<file path="config.mk">
export PLATFORM = sky130hd
export DESIGN_NAME = legv8_multicycle_ctrl
export DESIGN_NICKNAME = d
export VERILOG_FILES = /design/src/rtl/legv8_multicycle_ctrl.sv
export SDC_FILE = /design/constraint.sdc
export NUM_CORES = 1
export LEC_CHECK = 0
export BUFFER_PORTS_ARGS = -buffer_cell sky130_fd_sc_hd__buf_2
export CORE_ASPECT_RATIO = 0.5
export CORE_MARGIN = 2
export CORE_UTILIZATION = 30
export CTS_CLUSTER_DIAMETER = 150
export DETAILED_ROUTE_END_ITERATION = 7
export MAX_ROUTING_LAYER = met4
export SLEW_MARGIN = 5
export SYNTH_ARGS = -nofsm -noshare
export SYNTH_HDL_FRONTEND = slang
export SYNTH_SLANG_ARGS = --single-unit
</file>
<file path="constraint.sdc">
create_clock -name clk -period 3.65 [get_ports clk]
set_input_delay 0.73 -clock clk [delete_from_list [all_inputs] [get_ports clk]]
set_output_delay 0.73 -clock clk [all_outputs]
set_load 0.01 [all_outputs]
</file>
<file path="src/rtl/legv8_multicycle_ctrl.sv">
// -----------------------------------------------------------------------------
// legv8_multicycle_ctrl
// Multi-cycle control FSM for the LEGv8 core. One instruction at a time walks
// FETCH -> DECODE -> EXEC -> (MEM) -> (WB) over a single shared ALU and a
// single instruction/data memory port. Memory accesses are held until the
// memory answers with mem_ready. Completed instructions are counted.
//
// Build option:
//   CTRL_ILLEGAL_TRAP_EN  defined   : unrecognised opcode -> HALT with trap=1
//                                     until reset, not counted as retired.
//                         undefined : unrecognised opcode retires as a NOP,
//                                     trap is tied 0.
//
// Ports:
//   clk         rising-edge clock
//   rst         synchronous, active-high reset
//   opcode      IR[31:21], valid from DECODE onward
//   alu_zero    ALU zero flag, consulted in EXEC for CBZ
//   mem_ready   memory completed the current request (ignored unless mem_req)
//   mem_req     memory request (fetch or data)
//   mem_we      write strobe qualifying mem_req (STUR only)
//   ir_write    latch instruction register
//   pc_write    update PC
//   pc_src      0: PC+4, 1: branch target
//   alu_op      00 add, 01 pass-B (CBZ), 10 R-type via funct
//   alu_src     0: register B, 1: sign-extended immediate
//   reg2_loc    1: Rt field selects read register 2 (STUR/CBZ)
//   reg_write   register file write enable
//   mem_to_reg  1: writeback data comes from memory
//   trap        illegal opcode halt indicator
//   retired     count of completed instructions (wraps)
// -----------------------------------------------------------------------------
module legv8_multicycle_ctrl #(
    parameter int OPC_W = 11,
    parameter int CNT_W = 32
) (
    input  logic             clk,
    input  logic             rst,
    input  logic [OPC_W-1:0] opcode,
    input  logic             alu_zero,
    input  logic             mem_ready,
    output logic             mem_req,
    output logic             mem_we,
    output logic             ir_write,
    output logic             pc_write,
    output logic             pc_src,
    output logic [1:0]       alu_op,
    output logic             alu_src,
    output logic             reg2_loc,
    output logic             reg_write,
    output logic             mem_to_reg,
    output logic             trap,
    output logic [CNT_W-1:0] retired
);

    typedef enum logic [2:0] {
        S_IDLE, S_FETCH, S_DECODE, S_EXEC, S_MEM, S_WB, S_HALT
    } state_t;

    typedef enum logic [2:0] {
        C_R, C_LD, C_ST, C_CBZ, C_B, C_ILL
    } iclass_t;

    state_t           state_q, state_d;
    iclass_t          class_q, class_d, decoded;
    logic [CNT_W-1:0] retired_q, retired_d;
    logic             retire;

    // Opcode classification; only meaningful while in DECODE, where it is latched.
    always_comb begin
        decoded = C_ILL;
        if (opcode[10:0] == 11'b10001011000 || opcode[10:0] == 11'b11001011000 ||
            opcode[10:0] == 11'b10001010000 || opcode[10:0] == 11'b10101010000)
            decoded = C_R;
        else if (opcode[10:0] == 11'b11111000010)
            decoded = C_LD;
        else if (opcode[10:0] == 11'b11111000000)
            decoded = C_ST;
        else if (opcode[10:3] == 8'b10110100)
            decoded = C_CBZ;
        else if (opcode[10:5] == 6'b000101)
            decoded = C_B;
    end

    // NOTE: every output and next-state variable gets a default before the case,
    // so no path through this block can leave a value unassigned (no latches).
    always_comb begin
        state_d    = state_q;
        class_d    = class_q;
        retire     = 1'b0;
        mem_req    = 1'b0;
        mem_we     = 1'b0;
        ir_write   = 1'b0;
        pc_write   = 1'b0;
        pc_src     = 1'b0;
        alu_op     = 2'b00;
        alu_src    = 1'b0;
        reg2_loc   = 1'b0;
        reg_write  = 1'b0;
        mem_to_reg = 1'b0;

        unique case (state_q)
            S_IDLE: state_d = S_FETCH;

            S_FETCH: begin
                mem_req = 1'b1;
                if (mem_ready) begin
                    ir_write = 1'b1;
                    pc_write = 1'b1;          // pc_src stays 0: PC+4
                    state_d  = S_DECODE;
                end
            end

            S_DECODE: begin
                class_d = decoded;
                if (decoded != C_ILL) begin
                    state_d = S_EXEC;
                end else begin
`ifdef CTRL_ILLEGAL_TRAP_EN
                    state_d = S_HALT;
`else
                    state_d = S_FETCH;        // NOP: retires without touching state
                    retire  = 1'b1;
`endif
                end
            end

            S_EXEC: begin
                unique case (class_q)
                    C_R: begin
                        alu_op  = 2'b10;
                        state_d = S_WB;
                    end
                    C_LD, C_ST: begin
                        alu_src  = 1'b1;      // address = Rn + imm
                        reg2_loc = (class_q == C_ST);
                        state_d  = S_MEM;
                    end
                    C_CBZ: begin
                        alu_op   = 2'b01;
                        reg2_loc = 1'b1;
                        pc_write = alu_zero;  // only this output is Mealy
                        pc_src   = 1'b1;
                        retire   = 1'b1;
                        state_d  = S_FETCH;
                    end
                    C_B: begin
                        pc_write = 1'b1;
                        pc_src   = 1'b1;
                        retire   = 1'b1;
                        state_d  = S_FETCH;
                    end
                    default: state_d = S_FETCH;
                endcase
            end

            S_MEM: begin
                mem_req = 1'b1;
                mem_we  = (class_q == C_ST);
                if (mem_ready) begin
                    if (class_q == C_ST) begin
                        retire  = 1'b1;
                        state_d = S_FETCH;
                    end else begin
                        state_d = S_WB;
                    end
                end
            end

            S_WB: begin
                reg_write  = 1'b1;
                mem_to_reg = (class_q == C_LD);
                retire     = 1'b1;
                state_d    = S_FETCH;
            end

            S_HALT: state_d = S_HALT;         // left only through rst

            default: state_d = S_IDLE;
        endcase

        retired_d = retired_q + CNT_W'(retire);
    end

    // NOTE: sequential state uses non-blocking assignments so every flop samples
    // the pre-edge values regardless of statement order.
    always_ff @(posedge clk) begin
        if (rst) begin
            state_q   <= S_IDLE;
            class_q   <= C_ILL;
            retired_q <= '0;
        end else begin
            state_q   <= state_d;
            class_q   <= class_d;
            retired_q <= retired_d;
        end
    end

`ifdef CTRL_ILLEGAL_TRAP_EN
    assign trap = (state_q == S_HALT);
`else
    assign trap = 1'b0;
`endif

    assign retired = retired_q;

endmodule

</file>
Yosys cells after proc, flatten, opt, wreduce, memory -nomap -nowiden:

Cells that the tools add are included.

* mux-type cells: 31
* reductions and logical operators: 10
* $add $sub $neg: 1
* equality and inequality tests: 21

Operators by type and width (count)
* $eq 11x11->1 const B: 6
* $add 32x1->32: 1
* $mux 3: 7
* $pmux 3 s6: 1
* $mux 1: 15
* $eq 3x2->1 const B: 4
* $eq 3x3->1 const B: 4
* $eq 8x8->1 const B: 1
* $reduce_or 2->1: 4
* $eq 3x1->1 const B: 2
* $eq 6x3->1 const B: 1
* $logic_not 3->1: 2
* $pmux 1 s2: 3
* $pmux 3 s2: 1
* $mux 2: 2
* $ne 2x2->1 const B: 2
* $pmux 1 s4: 1
* $pmux 2 s2: 1
* $logic_or 1x1->1: 3
* $ne 3x3->1 const B: 1
* $reduce_and 2->1: 1

* bits in registers: 38
* output and inout port bits: 44
* input bits: 15
* logic and storage cells: 66

Longest topological paths before layout:

Gate-level depths: netlist of run 1.

* depth in word-level cells: 10
* depth in mapped cells: 14
* depth with buffers taken out: 9

Worst setup path before layout of run 1:

No wires, ideal clock.

* path type: register -> register
* start point: reg state_q[2]
* end point: reg retired_q[18] (netlist: retired[18])
* setup slack: 401 ps
* stages on the path, launching flop included: 14
* data arrival time: 3128 ps
* data required time: 3529 ps
* clock period less this slack: 3249 ps
* cell sequence: dfxtp_1 -> clkbuf_1 -> or3b_2 -> clkbuf_1 -> inv_1 -> o211ai_1 -> o221ai_1 -> ha_1 -> nand2_2 -> or4_1 -> buf_2 -> buf_6 -> nor4_1 -> mux2_2

* word-level cells in the longest chain between the ends: 3

RTL lines
* start: declaration: line 64 `state_t state_q, state_d;`
* start signal: assignment: line 193 `state_q <= state_d;`
* $eq 3x3->1 or $eq 3x2->1 (tied branches): line 102 `unique case (state_q)`
* $pmux 1 s4 (*): line 102
* $add 32x1->32 (*): line 182 `retired_d = retired_q + CNT_W'(retire);`
* end signal: assignment: line 195 `retired_q <= retired_d;`
* end: declaration: line 66 `logic [CNT_W-1:0] retired_q, retired_d;`

Mark *: on every way between the ends. The rest lies on a longest branch, timed or not.
A chain may end at the register's enable or synchronous reset.

Worst setup path in the final report of run 1:

* start point: reg state_q[1]
* end point: reg retired_q[31] (netlist: retired[31])

Same word-level chain as after synthesis.

==> out/metrics.yaml, run 1 <==
status: "complete, no violations"
core_area_sq_mm: 0.00667
yosysSeqAreaShare_pct: 36.7
numClockSinks: 38
r2r-start: "state_q[1]"
via_count: 2038
grt_pass1_vias: 1915
grt-ovfl-total: 0
hold_buffers: 0
ctsLongestPathBuffers: 2
grt_pass1_wl_um: 8340
place_congestion: 0.776
avgSynthCellArea_sq_um: 8.09
ys_ff_latch: 38
cts_buffers: 5
yosysWarnings: 0
dp_hpwl_um: 3510
antenna_found_initial: 0
drive_above_1_share_pct: 24.8
drc: 0
fp.dieW_um: 121
end_kind: "flop"
cp.arrival_ns: 3.55
irDropWorstVdd_mv: 0.158
slowest_delay_ns: 0.75
criticalPathCategory: "flop to flop"
portBuffers: 57
syn-num-nets: 273
cts_setup_buffers: 0
setup_viol: 0
synth-edff-count: 0
critPathTopFamily: "simple AND/OR/NAND/NOR gates"
firstDrtPassIters: 5
endpoint: "retired[31]"
synth_cells: 256
grt_max_degree: 42
area_growth_syn_to_layout_pct: 25.8
rr_worst_depth: 9
cts_resized: 0
fin_ws_ns: 0.264
clockRootBuffer: "clkbuf_16"
antennaDiodeCount: 0
min_path_type: "flop to flop"
io_pins: 59
nNetsFinal: 322
rsz0062_at_grt: "no"
finalMaxSlewViolations: 0
reg2reg_slack_ns: 0.26
leakagePower_nw: 1.02
ant_nets: 0
fmax_mhz: 295
crit_buf_inv: 1
finalHoldViolCount: 0
dieArea_sq_mm: 0.00762
ys.flop_type: "dfxtp_1"
vias_per_cell: 5.12
start_util_pct: 31.0
cp.depth: 9
final.setup.tns_ns: 0
critPathLaunchType: "flop"
synth.distinct_cells: 49
h-tree-depth: 2
post-route-min-period_ns: 3.39
grt.total_usage_pct: 13.4
wl_per_cell_um: 12.3
dieHeight_um: 62.7
worst-path-max-fanout: 13
fin_skew_ns: 0.00817
worst_pin_slew_ns: 0.730
synthesis.area_sq_mm: 0.00207
required_ns: 3.82
path_clk_slew_ns: 0.06
r2r_end: "retired[31]"
preCtsSetupSlack_ns: 0.105
final.period_utilization_pct: 92.8
cap_violations: 0
num_rows: 21
drt-initial-drc-count: 98
cts_tree: "done"
power.density_mw_per_mm2: 399
max_slew_margin_pct: 51.4
path_cells: "or3b_2 > inv_1 > o211ai_1 > o221ai_1 > ha_1 > nand2_1 > or4_1 > nor4_1 > mux2_2"
async_flop_share_pct: 0
insertion_delay_ns: 0.28
startpoint: "state_q[1]"
crit_path_top_delay_cell: "or4_1"
routed_wl_um: 4900
==> state kept, by name (all words and copies together) (netlist names) <==
signal   flops
retired     32
class_q      3
state_q      3
==> cells by family after synthesis <==
| group | Yosys count | synth area share (%) |
|---|---|---|
| simple gates | 107 | 30.0 |
| mux | 4 | 2.11 |
| fa+ha+maj | 2 | 1.21 |
| buf+inv | 31 | 6.59 |
| flops | 38 | 36.7 |
| compound gates | 61 | 18.1 |
| other cells | 1 | 0.181 |
| xor+xnor | 12 | 5.08 |
==> per-stage QoR <==
stage / cells / utilization [%] / total power, mW / hold slack, ns / cell area, sq um
finish: 398 / 39.0 / 1.04 / 0.497 / 2610
global route: 398 / 39.0 / 1.07 / 0.528 / 2610
CTS: 398 / 39.0 / 1.05 / 0.497 / 2610
detailed placement: 390 / 36.1 / 0.475 / 0.489 / 2410
global placement: 390 / 36.1 / 0.474 / 0.478 / 2410
floorplan: 256 / - / 0.457 / 0.508 / 2070
==> how the worst min path moves through the flow <==
stage,start,endpoint,slack [ns],depth (start not counted)
after floorplan,retired[30],retired[30],0.51,2
after global placement,retired[30],retired[30],0.48,2
after detailed placement,retired[30],retired[30],0.49,2
after CTS,retired[30],retired[30],0.50,2
after global routing,retired[30],retired[30],0.53,2
final,retired[29],retired[29],0.50,2
==> layout by cell type (no fill, tap or decap), types with 2 or more instances in the layout <==
master     count
dfxtp_1       38
or3_1          6
nand2b_1       2
mux2_2         3
nand2_1       16
xnor2_1        9
bufinv_16      2
ha_1           2
nor2_1        19
and3_1         3
o21ai_0       10
nor2b_1        5
nor3b_1        2
a21oi_1       26
o211ai_1       2
xor2_1         3
nand3_1       10
nand4_1        4
nor3_1         5
or4_1         16
buf_4          3
buf_2         57
nor4_1         6
o31ai_1       13
nor4b_1        2
clkbuf_16      5
inv_1         13
nor4bb_1       3
==> metal layers <==
layer  share of wire (%)  vias up  GRT usage, %
li1                    -     1030             -
met3                 3.7        2          2.92
met4                0.45        0          3.59
met2                  50       32          24.2
met1                  46      974          15.0
met5                   0        -             -
==> worst min-delay path, delay by kind of cell, from the launching register on <==
kind	cells	cell delay, ns
flops	1	0.33
compound gates	2	0.12
==> cells in the mapped netlist (4+ instances only) <==
library cell / n / area (sq um)
xnor2_1: 9 / 78.8
or3_1: 6 / 37.5
or4_1: 16 / 120
dfxtp_1: 38 / 761
clkbuf_1: 13 / 48.8
nor4_1: 6 / 37.5
nand2_1: 16 / 60.1
o21ai_0: 10 / 50.1
inv_1: 13 / 48.8
nand3_1: 10 / 50.1
o31ai_1: 13 / 97.6
a21oi_1: 26 / 130
nand4_1: 4 / 25.0
nor2_1: 19 / 71.3
nor3_1: 5 / 25.0
nor2b_1: 5 / 31.3
==> layout make-up <==
cell class	count	area (sq um)
Timing Repair Buffer	60	308
Inverter	13	48.8
Tap cell	92	115
Sequential cell	38	761
Clock buffer	6	139
Multi-Input combinational cell	187	1170
Clock inverter	2	60.1
Fill cell	722	4070
==> where the power goes <==
| group | internal [mW] | switching [mW] | leakage (nW) |
|---|---|---|---|
| Combinational | 0.0190 | 0.0262 | 0.616 |
| Clock | 0.410 | 0.164 | 0.0971 |
| Sequential | 0.417 | 0.00385 | 0.307 |
No activity file was read; power rests on OpenSTA's default activity.
==> run 2, diff against run 1 <==
--- a/config.mk
+++ b/config.mk
@@ -7,11 +7,12 @@
 export LEC_CHECK = 0
 export BUFFER_PORTS_ARGS = -buffer_cell sky130_fd_sc_hd__buf_2
 export CORE_ASPECT_RATIO = 0.5
-export CORE_MARGIN = 2
-export CORE_UTILIZATION = 30
+export CORE_MARGIN = 1.5
+export CORE_UTILIZATION = 52
 export CTS_CLUSTER_DIAMETER = 150
 export DETAILED_ROUTE_END_ITERATION = 7
 export MAX_ROUTING_LAYER = met4
+export PLACE_DENSITY = 0.8
 export SLEW_MARGIN = 5
 export SYNTH_ARGS = -nofsm -noshare
 export SYNTH_HDL_FRONTEND = slang
==> run 2 against run 1 <==
Compared with the run above:
- combinational power shrank 5.3%
- global-route usage grew 10 points
- clock-buffer cell count is the same
- sequential power is essentially flat
- register-to-register slack is essentially flat
- cell area shrank 5.6%
- routed wire length is essentially flat
- first-iteration DRC count shrank 49%
- clock skew shrank 0.0062 ns
- sequential cell count is the same
- critical path type unchanged
==> out/metrics.yaml, run 2 (synthesized netlist as in run 1, its figures left out) <==
routed_wl_um: 4900
portBuffers: 57
io_pins: 59
irDropWorstVdd_mv: 0.223
criticalPathCategory: "flop to flop"
post-route-min-period_ns: 3.40
p_clk_share_pct: 44.0
core_area_sq_mm: 0.00362
h-tree-depth: 2
holdPathEnd: "retired[16]"
slowest_delay_ns: 0.75
path_cells: "nor2b_1 > nand2_1 > or2_2 > o221ai_1 > ha_1 > nand2_1 > or4_1 > nor4_1 > mux2_2"
worst-path-max-fanout: 14
cp.arrival_ns: 3.58
dp_hpwl_um: 3390
preCtsSetupSlack_ns: 0.0243
layout_commonest_cell: "buf_2"
setup_viol: 0
power.density_mw_per_mm2: 338
nNetsFinal: 320
hold_depth: 2
grt_pass1_wl_um: 7570
clockRootBuffer: "clkbuf_8"
status: "complete, no violations"
switching_share_pct: 21.4
cts_buffers: 5
grt_pass1_vias: 1716
dpl_cell_area_sq_mm: 0.00234
hold_buffers: 0
total_power_mw: 0.831
grt-ovfl-total: 0
dieArea_sq_mm: 0.00439
ctsLongestPathBuffers: 2
via_count: 2085
dieHeight_um: 47.6
fin_skew_ns: 0.00196
end_kind: "flop"
num_rows: 15
r2r-start: "state_q[0]"
crit_path_top_delay_cell: "or4_1"
reg2reg_slack_ns: 0.25
cts_tree: "done"
fmax_mhz: 294
leakagePower_nw: 0.970
p_int_mw: 0.653
crit_path_frequent_cell: "nand2_1"
final.period_utilization_pct: 93.1
firstDrtPassIters: 4
wl_per_cell_um: 13.8
fp.dieW_um: 92.2
pwr-share-seq_pct: 50.8
vias_per_cell: 5.89
required_ns: 3.83
drt-initial-drc-count: 50
largest_register_ffs: 32
share_comb_of_total_power_pct: 5.1
grt_max_degree: 42
rsz0062_at_grt: "no"
min_path_type: "flop to flop"
min-delay-start: "retired[16]"
cap_violations: 0
drc: 0
final.setup.tns_ns: 0
numClockSinks: 38
grt.total_usage_pct: 23.5
design_area_sq_mm: 0.00246
area_growth_syn_to_layout_pct: 18.7
finalHoldViolCount: 0
whs_ns: 0.501
finalMaxSlewViolations: 0
antenna_found_initial: 0
mostFrequentLayoutCells: "57 x buf_2, 38 x dfxtp_1, 26 x a21oi_1"
start_util_pct: 57.2
insertion_delay_ns: 0.29
power_switching_mw: 0.178
antennaDiodeCount: 0
r2r_end: "retired[19]"
ant_nets: 0
drive_above_1_share_pct: 24.4
worst_pin_slew_ns: 0.746
fin_ws_ns: 0.253
critPathLaunchType: "flop"
place_congestion: 0.867
path_clk_slew_ns: 0.07
rr_worst_depth: 9
max_slew_margin_pct: 50.3
==> run 2: cell count changes in the layout (fill, tap and decap cells not counted) <==
cell,previous run,this run
buf_4,3,1
bufinv_16,2,1
clkbuf_16,5,0
clkbuf_8,1,6
nor4_1,6,5
nor4_2,0,1
==> run 2: stage by stage <==
step,util [%],std cells
floorplan,-,256
global placement,64.6,347
detailed placement,64.6,347
CTS,67.7,354
global route,67.9,354
finish,67.9,354
==> run 2: how the worst max path moves through the flow <==
stage / to / start / cells past startpoint
after detailed placement: retired[31] / opcode[6] / 10
after global routing: retired[19] / state_q[1] / 9
after CTS: retired[31] / state_q[0] / 9
after floorplan: retired[18] / state_q[2] / 13
final: retired[19] / state_q[0] / 9
after global placement: retired[31] / opcode[6] / 10
==> run 2: timing repair <==
| item | in CTS | in global routing |
|---|---|---|
| endpoints found under the hold margin | 0 | 0 |
| resized for setup | 0 | 1 |
| setup buffers | 0 | 0 |
| setup endpoints to repair | 0 | 1 |
==> run 2: routing by layer <==
metal	share of wire, %	global-route usage, %	vias up
met3	4.3	6.19	11
met5	0	-	-
li1	-	-	1024
met4	2.3	10.2	0
met1	44	25.8	998
met2	49	42.7	52
==> run 2: cell type report <==
class | count | area [sq um]
clock buffers | 6 | 82.6
clock inverters | 1 | 30.0
fillers | 320 | 1160
inverters | 13 | 48.8
multi-input cells | 187 | 1180
flip-flops and latches | 38 | 761
well taps | 51 | 63.8
repair buffers | 58 | 293
==> run 2: power by group through the flow <==
| stage | clock network (mW) | registers (mW) | logic [mW] |
|---|---|---|---|
| 5_1_grt | 0.385 | 0.423 | 0.0473 |
| 3_5_place_dp | 0 | 0.432 | 0.0419 |
| 6_report | 0.366 | 0.423 | 0.0428 |
| 2_1_floorplan | 0 | 0.428 | 0.0288 |
| 3_3_place_gp | 0 | 0.432 | 0.0400 |
| 4_1_cts | 0.369 | 0.422 | 0.0424 |
==> run 2: critical path: cells and delay by family (launching register included) <==
| kind | cells | cell delay, ns |
|---|---|---|
| compound gates | 1 | 0.10 |
| fa+ha+maj | 1 | 0.27 |
| flops | 1 | 0.60 |
| mux | 1 | 0.37 |
| simple gates | 6 | 1.93 |
